### src/rtl/sram_arbiter.sv
// sram_arbiter: round-robin arbiter between the CPU and debug ports for the shared SRAM,
// sequencing fixed-latency read/write cycles and returning data with a one-cycle ack.
module sram_arbiter #(
    parameter int RD_WAIT = 2,
    parameter int WR_WAIT = 1
) (
    input  logic        Clk,
    input  logic        Reset,
    input  logic        cpu_req,
    input  logic        cpu_we,
    input  logic [15:0] cpu_addr,
    input  logic [15:0] cpu_wdata,
    output logic [15:0] cpu_rdata,
    output logic        cpu_ack,
    input  logic        dbg_req,
    input  logic        dbg_we,
    input  logic [15:0] dbg_addr,
    input  logic [15:0] dbg_wdata,
    output logic [15:0] dbg_rdata,
    output logic        dbg_ack,
    output logic [15:0] sram_addr,
    output logic [15:0] sram_wdata,
    input  logic [15:0] sram_rdata,
    output logic        sram_oe,
    output logic        sram_we,
    output logic        busy,
    output logic        owner
);
    typedef enum logic [2:0] {IDLE, RD, WR, WHOLD, DONE} state_t;
    state_t      state;
    logic [3:0]  cnt;
    logic        last_owner, grant_cpu, grant, win, win_we;
    logic [15:0] win_addr, win_wdata;
    // On a tie the port that did not own the bus last time wins.
    always_comb begin
        grant_cpu = cpu_req && (!dbg_req || last_owner);
        grant     = cpu_req || dbg_req;
        win       = !grant_cpu;
        win_we    = win ? dbg_we : cpu_we;
        win_addr  = win ? dbg_addr : cpu_addr;
        win_wdata = win ? dbg_wdata : cpu_wdata;
    end
    always_ff @(posedge Clk) begin
        if (Reset) begin
            state      <= IDLE;
            cnt        <= '0;
            last_owner <= 1'b1;
            owner      <= 1'b0;
            busy       <= 1'b0;
            sram_oe    <= 1'b0;
            sram_we    <= 1'b0;
            sram_addr  <= '0;
            sram_wdata <= '0;
            cpu_rdata  <= '0;
            dbg_rdata  <= '0;
            cpu_ack    <= 1'b0;
            dbg_ack    <= 1'b0;
        end else begin
            cpu_ack <= 1'b0;
            dbg_ack <= 1'b0;
            case (state)
                IDLE: if (grant) begin
                    owner      <= win;
                    last_owner <= win;
                    sram_addr  <= win_addr;
                    sram_wdata <= win_wdata;
                    cnt        <= win_we ? 4'(WR_WAIT) : 4'(RD_WAIT);
                    sram_we    <= win_we;
                    sram_oe    <= !win_we;
                    busy       <= 1'b1;
                    state      <= win_we ? WR : RD;
                end
                RD: if (cnt == 4'd0) begin
                    if (owner) dbg_rdata <= sram_rdata;
                    else cpu_rdata <= sram_rdata;
                    cpu_ack <= !owner;
                    dbg_ack <= owner;
                    sram_oe <= 1'b0;
                    state   <= DONE;
                end else cnt <= cnt - 4'd1;
                WR: if (cnt == 4'd0) begin
                    sram_we <= 1'b0;
                    state   <= WHOLD;
                end else cnt <= cnt - 4'd1;
                WHOLD: begin
                    cpu_ack <= !owner;
                    dbg_ack <= owner;
                    state   <= DONE;
                end
                DONE: begin
                    busy  <= 1'b0;
                    state <= IDLE;
                end
                default: state <= IDLE;
            endcase
        end
    end
endmodule

### config.mk
export PLATFORM = sky130hd
export DESIGN_NAME = sram_arbiter
export DESIGN_NICKNAME = d
export VERILOG_FILES = /design/src/rtl/sram_arbiter.sv
export SDC_FILE = /design/constraint.sdc
export NUM_CORES = 1
export LEC_CHECK = 0
export BUFFER_PORTS_ARGS = -buffer_cell sky130_fd_sc_hd__buf_2
export CORE_MARGIN = 1
export CORE_UTILIZATION = 45
export CTS_BUF_LIST = sky130_fd_sc_hd__clkbuf_16
export DETAILED_ROUTE_END_ITERATION = 12
export PLACE_DENSITY = 0.78
export SLEW_MARGIN = 10
export SYNTH_ARGS = -nofsm -noshare
export SYNTH_HDL_FRONTEND = slang
export SYNTH_SLANG_ARGS = --single-unit
### constraint.sdc
create_clock -name Clk -period 2.9 [get_ports Clk]
set_input_delay 0.58 -clock Clk [delete_from_list [all_inputs] [get_ports Clk]]
set_output_delay 0.58 -clock Clk [all_outputs]
set_load 0.02 [all_outputs]
==> results of run 1 <==
[registers in the layout (all words and copies together) (netlist names)]
name	count
busy	1
cnt	4
cpu_ack	1
cpu_rdata	16
dbg_ack	1
dbg_rdata	16
last_owner	1
owner	1
sram_addr	16
sram_oe	1
sram_wdata	16
sram_we	1
state	3
[through the flow]
stage,hold WS (ps),power [W],util (%)
after floorplan,461.1,0.002363,-
after global placement,467.2,0.002671,59.29
after detailed placement,482.6,0.002708,59.29
after CTS,497.1,0.003903,63.95
after global routing,509.8,0.004094,63.95
final,493.7,0.003877,63.95
[cell usage in the layout (no fill, tap or decap), types with 2 or more instances in the layout]
cell	instances
nor2_1	73
buf_2	155
buf_12	2
dfxtp_1	78
mux2i_1	64
buf_4	2
clkbuf_16	9
inv_1	6
bufinv_16	2
a21oi_1	7
nand2b_1	2
o21ai_0	2
inv_6	2
nand4b_1	2
or4_1	2
o22ai_1	2
nor3_1	6
or4bb_1	2
a211oi_1	34
or3_1	2
[area by class of cell]
type                            count  area share, %
Multi-Input combinational cell    220          35.00
Clock buffer                        9          5.127
Clock inverter                      7          2.165
Sequential cell                    78          35.55
Tap cell                           96          2.734
Inverter                            6         0.5127
Timing Repair Buffer              159          18.91
[Yosys cell counts (2+ instances only)]
cell,number
dfxtp_1,78
nor2_1,73
mux2i_1,64
a211oi_1,34
clkbuf_1,19
a21oi_1,7
inv_1,6
nor3_1,6
buf_1,3
buf_6,3
nand2b_1,2
nand4b_1,2
o21ai_0,2
o22ai_1,2
or3_1,2
or4_1,2
or4bb_1,2
[worst paths after layout]
check	to	slack [ps]
setup reg to reg	dbg_rdata[6]	730
hold reg to reg	cpu_rdata[13]	490
hold / removal	cpu_rdata[13]	490
setup / recovery	dbg_rdata[6]	730
[worst min-delay path, delay by kind of cell (launching register included)]
kind / cells / cell delay, ps
muxes: 1 / 60
DFF: 1 / 320
and+or+nand+nor: 1 / 70
[metal layers]
metal  vias to the layer above  GRT usage, %  part of all wire, %
met4                         0         8.636                  1.7
met2                       116         35.58                   49
met5                         -             0                    0
li1                       1476             -                    -
met3                        14         4.550                  5.8
met1                      1329         22.52                   43
[kinds of logic (layout without fill, tap and decap cells)]
| family | count (synthesis) | count (layout) | synth area share, % |
|---|---|---|---|
| xor+xnor | 1 | 1 | 0.2696 |
| mux | 64 | 64 | 19.71 |
| fa+ha+maj | 1 | 1 | 0.3850 |
| compound gates | 56 | 56 | 12.48 |
| buf+inv | 33 | 181 | 4.890 |
| flops | 78 | 78 | 48.06 |
| simple gates | 98 | 98 | 14.21 |
[power groups by stage]
stage / sequential, W / combinational, W / clock (W)
after floorplan: 0.00164 / 0.000725 / 0
after global placement: 0.00144 / 0.00123 / 0
after detailed placement: 0.00145 / 0.00126 / 0
after CTS: 0.00143 / 0.00126 / 0.00121
after global routing: 0.00146 / 0.00137 / 0.00126
final: 0.00143 / 0.00125 / 0.00119
==> impl_metrics.yaml, run 1 <==
clocking:
  postCtsSetupRepairBufs: 0
  numCtsBuffers: 9
  cts_max_level: 3
  clk_pin_slew_ps: 60
  clockBufferDepth: 2
  cts_sinks: 78
  clk_latency_ps: 330
  cts_hold_buf: 0
  cts_tree: "done"
  cts_resized: 0
  cts_root_buffer: "clkbuf_16"
synthesis:
  yosysTopAreaCellShare_pct: 48.06
  yosysTopAreaCell: "dfxtp_1"
  synthArstFlopShare_pct: 0
  syn-cell-area_sq_um: 3249
  synth_area_leaders: "dfxtp_1 (48%), mux2i_1 (20%), nor2_1 (8.4%), a211oi_1 (7.9%), clkbuf_1 (2.2%)"
  synth_cells: 331
  syn_nets: 418
  ys.flop_type: "dfxtp_1"
  seq_area_frac_synth_pct: 48.06
  synth_seq_cells: 78
  syn_avg_cell_area_sq_um: 9.817
  synth_edf_count: 0
  yosysWarningCount: 0
  ys_types: 41
critical_path:
  path_depth: 6
  worstSetupStartpoint: "cnt[0]"
  crit_type: "reg -> reg"
  cp_max_fo: 16
  ff2ff_path_depth: 6
  critPathMaxStageDelay_ps: 690
  r2r_start: "cnt[0]"
  path_cells: "inv_1, ha_1, or3b_1, or4_4, mux2i_1, nor2_1"
  cp.arrival_ps: 2390
  crit_family: "simple AND/OR/NAND/NOR gates"
  crit_path_top_delay_cell: "or4_4"
  crit_path_end_kind: "flip-flop"
  path_buf_inv: 1
  start_kind: "flip-flop"
  worst_ep_required_time_ps: 3120
flow_run:
  cap_violations: 0
worst_hold_path:
  whs_path_depth: 2
  worstHoldStart: "cpu_rdata[13]"
  hp-class: "reg -> reg"
placement:
  io_buffer_count: 155
  pre_cts_ws_ps: 719.8
  dp_hpwl_microns: 5431
  place_area_sq_um: 4073
  placed_cells: 559
  place.gp.congestion: 0.7664
detailed_routing:
  drc: 0
  drt_first_iter_violations: 105
  vias_per_cell: 5.104
  finalWirelength_microns: 7473
  drtAntennaViolNets: 0
  routed_wire_length_per_instance_microns: 13.00
  vias: 2935
  first_pass_iters: 4
sta:
  min_period_over_period_pct: 74.99
  hold_viol: 0
  relSlewSlack_pct: 42.98
  setup_ws_ps: 725.4
  slew_violations: 0
  fmax_mhz: 459.9
  tns_ps: 0
  period_needed_ps: 2175
  worst_slew_pin_slew_ps: 855.3
  rsz0062_at_grt: "false"
  setup_viol: 0
  fin_skew_ps: 6.981
cells_and_area:
  fillCellCount: 585
  final_cells: 575
  layout-drive-gt1-share_pct: 37.16
  syn_to_final_growth_pct: 35.19
  seqCellArea_sq_um: 1562
  fin_area_sq_um: 4393
  diodes: 0
  nets: 561
  multiInputGateArea_sq_um: 1538
global_routing:
  grt_pass1_wl_microns: 11840
  grt_pass1_vias: 2759
  grt_max_degree: 66
  antenna_found_initial: 0
  overflow: 0
  gr-usage-all-layers_pct: 19.87
die:
  start_util_pct: 47.30
  coreArea_sq_um: 6869
  rows: 30
  die_area_sq_um: 7565
  die-height_microns: 86.98
  io-pin-count: 156
  die_w_microns: 86.98
power_and_ir_drop:
  intPower_w: 0.002530
  swShare_pct: 34.74
  power_frac_comb_pct: 32.3
  power_switching_w: 0.001347
  vdd_drop_max_v: 0.0003823
  leakagePower_nw: 2.212
  powerDensity_nw_per_um2: 882.5
  sequentialPowerShare_pct: 37.0
  pwr-share-clk_pct: 30.7
status:
  status: "finished clean"
(Power assumes the default switching activity.)
==> run 2, diff against run 1 <==
--- a/config.mk
+++ b/config.mk
@@ -5,6 +5,7 @@
 export SDC_FILE = /design/constraint.sdc
 export NUM_CORES = 1
 export LEC_CHECK = 0
+export ABC_AREA = 1
 export BUFFER_PORTS_ARGS = -buffer_cell sky130_fd_sc_hd__buf_2
 export CORE_MARGIN = 1
 export CORE_UTILIZATION = 45
==> constraint.sdc (replaced) <==
create_clock -name Clk -period 2.2 [get_ports Clk]
set_input_delay 0.44 -clock Clk [delete_from_list [all_inputs] [get_ports Clk]]
set_output_delay 0.44 -clock Clk [all_outputs]
set_load 0.02 [all_outputs]
==> run 2 against run 1 <==
  * Sequential share of layout area up 0.63 points
  * Cell count up 18%
  * Routed wire length up 11%
  * Utilization down 1.1 points
  * Worst setup slack worse by 90 ps
  * Final area down 1.7%
  * Synthesized area about the same
  * Combinational power up 75%
  * Synthesized cell count up 30%
  * Global-route usage up 3.1 points
  * Largest cell class unchanged
  * Largest power group is now combinational cells
  * Highest routed layer unchanged
==> impl_metrics.yaml, run 2 <==
critical_path:
  crit_path_end_kind: "flip-flop"
  worst_ep_required_time_ps: 2460
  start_kind: "flip-flop"
  cp.arrival_ps: 1830
  reg2reg_slack_ps: 640
  crit_type: "reg -> reg"
  cp_max_fo: 17
synthesis:
  ys.flop_type: "dfxtp_1"
  syn-cell-area_sq_um: 3252
  synth_area_leaders: "dfxtp_1 (48%), a21oi_1 (10%), nor2_1 (9.1%), o21ai_0 (9.1%), nand2_1 (7.4%)"
  synth_cells: 431
  ys_types: 27
  yosys-top-cells-count: "nor2_1 (79), dfxtp_1 (78), a21oi_1 (66)"
  synthArstFlopShare_pct: 0
  yosysWarningCount: 0
  yosysTopAreaCellShare_pct: 48.02
  syn_avg_cell_area_sq_um: 7.545
  yosysTopAreaCell: "dfxtp_1"
  yosysMostFrequentCell: "nor2_1"
  seq_area_frac_synth_pct: 48.02
  synth_edf_count: 0
  syn_nets: 518
  synth_seq_cells: 78
global_routing:
  met3_usage_pct: 7.867
  grt_max_degree: 41
  grtUsageMet1_pct: 26.96
  grt_pass1_vias: 3169
  overflow: 0
  antenna_found_initial: 0
  grt_pass1_wl_microns: 13670
  busiest_layer: "met2"
  gr-usage-all-layers_pct: 22.97
  grtUsageMet2_pct: 38.15
clocking:
  cts_tree: "done"
  cts_max_level: 3
  cts_sinks: 78
  postCtsSetupRepairBufs: 0
  cts_resized: 0
  cts_hold_buf: 0
  numCtsBuffers: 9
  clockBufferDepth: 2
  clk_latency_ps: 330
  cts_root_buffer: "clkbuf_16"
  clk_pin_slew_ps: 60
status:
  status: "finished clean"
sta:
  fin_skew_ps: 7.022
  setup_viol: 0
  fmax_mhz: 639.3
  relSlewSlack_pct: 73.26
  min_period_over_period_pct: 71.10
  slew_violations: 0
  period_needed_ps: 1564
  worst_slew_pin_slew_ps: 400.6
  tns_ps: 0
  rsz0062_at_grt: "false"
  hold_viol: 0
power_and_ir_drop:
  vdd_drop_max_v: 0.0006547
  powerDensity_nw_per_um2: 1286
  leakagePower_nw: 2.119
cells_and_area:
  fillCellCount: 656
  final_common_cell: "buf_2"
  diodes: 0
  syn_to_final_growth_pct: 32.74
  layout-drive-gt1-share_pct: 33.33
  nets: 664
  post-route-util_pct: 62.84
  final_cell_mix: "buf_2 (155), nor2_1 (79), dfxtp_1 (78)"
detailed_routing:
  drc: 0
  routed_wire_length_per_instance_microns: 12.26
  first_pass_iters: 4
  finalWirelength_microns: 8311
  vias_per_cell: 5.032
  vias: 3412
  drtAntennaViolNets: 0
  drt_first_iter_violations: 72
die:
  die-height_microns: 87.01
  die_w_microns: 87.01
  die_area_sq_um: 7571
  rows: 30
  io-pin-count: 156
  coreArea_sq_um: 6869
  start_util_pct: 47.34
placement:
  place.gp.congestion: 0.8322
  io_buffer_count: 155
  dp_hpwl_microns: 6089
worst_hold_path:
  hp-class: "in -> reg"
flow_run:
  cap_violations: 0
[run 2: changes by cell type in the layout (fill, tap and decap cells not counted), moves of 4 or more]
cell / previous run / this run
mux2i_1: 64 / 0
nand2_1: 0 / 64
a21oi_1: 7 / 66
o21ai_0: 2 / 59
a211oi_1: 34 / 0
inv_1: 6 / 18
o21ai_1: 0 / 8
nand3_1: 1 / 7
nor2_1: 73 / 79
nor3_1: 6 / 2
[run 2: power by group]
part | switching [W] | internal, W | total, W
Combinational | 0.00144 | 0.000748 | 0.00219
Sequential | 0.000199 | 0.00179 | 0.00199
Clock | 0.000599 | 0.000775 | 0.00137
[run 2: per-stage QoR]
step / hold slack, ps / worst slack (ps) / total power (W) / instance area, sq um / instances
2_1_floorplan: 468.7 / 790.3 / 0.003613 / 3252 / 431
3_3_place_gp: 451.4 / 638.4 / 0.004147 / 4034 / 662
3_5_place_dp: 459.1 / 608.2 / 0.004205 / 4034 / 662
4_1_cts: 339.8 / 631.3 / 0.005605 / 4317 / 678
5_1_grt: 356.8 / 481.5 / 0.005977 / 4317 / 678
6_report: 354.8 / 635.9 / 0.005552 / 4317 / 678
[run 2: per-layer routing]
| layer | up-vias | routed length (microns) |
|---|---|---|
| met2 | 145 | 3807 |
| met3 | 14 | 737 |
| li1 | 1711 | - |
| met1 | 1542 | 3611 |
| met4 | 0 | 154 |
| met5 | - | 0 |
[run 2: final cells by class]
cell class,count,area (sq um),share of cell area [%]
flip-flops and latches,78,1562,36.17
multi-input cells,304,1410,32.67
repair buffers,161,845.8,19.59
clock buffers,9,225.2,5.217
well taps,96,120.1,2.783
inverters,23,96.34,2.232
clock inverters,7,57.56,1.333
[run 2: worst paths after layout]
check / start / end / depth (start not counted)
max reg2reg: cnt[0] / cpu_rdata[2] / 8
min reg2reg: busy / busy / 2
min: cpu_wdata[1] / sram_wdata[1] / 3
max: cnt[0] / cpu_rdata[2] / 8
[run 2: cell families after synthesis]
group,count (synthesis),share of synthesized area [%]
adders and majority gates,1,0.3847
DFF,78,48.02
xor gates and xnor gates,1,0.2694
AOI/OAI and AO/OA,137,21.35
buffers and inverters,49,8.618
and+or+nand+nor,165,21.35
[run 2: critical path, stage by stage, from the launching register on]
cell and delay (ps):
dfxtp_1 300, inv_1 120, ha_1 220, nand3_2 160, nor2_4 200, nand2_4 170
inv_6 170, nor2_1 60, nor2_1 100
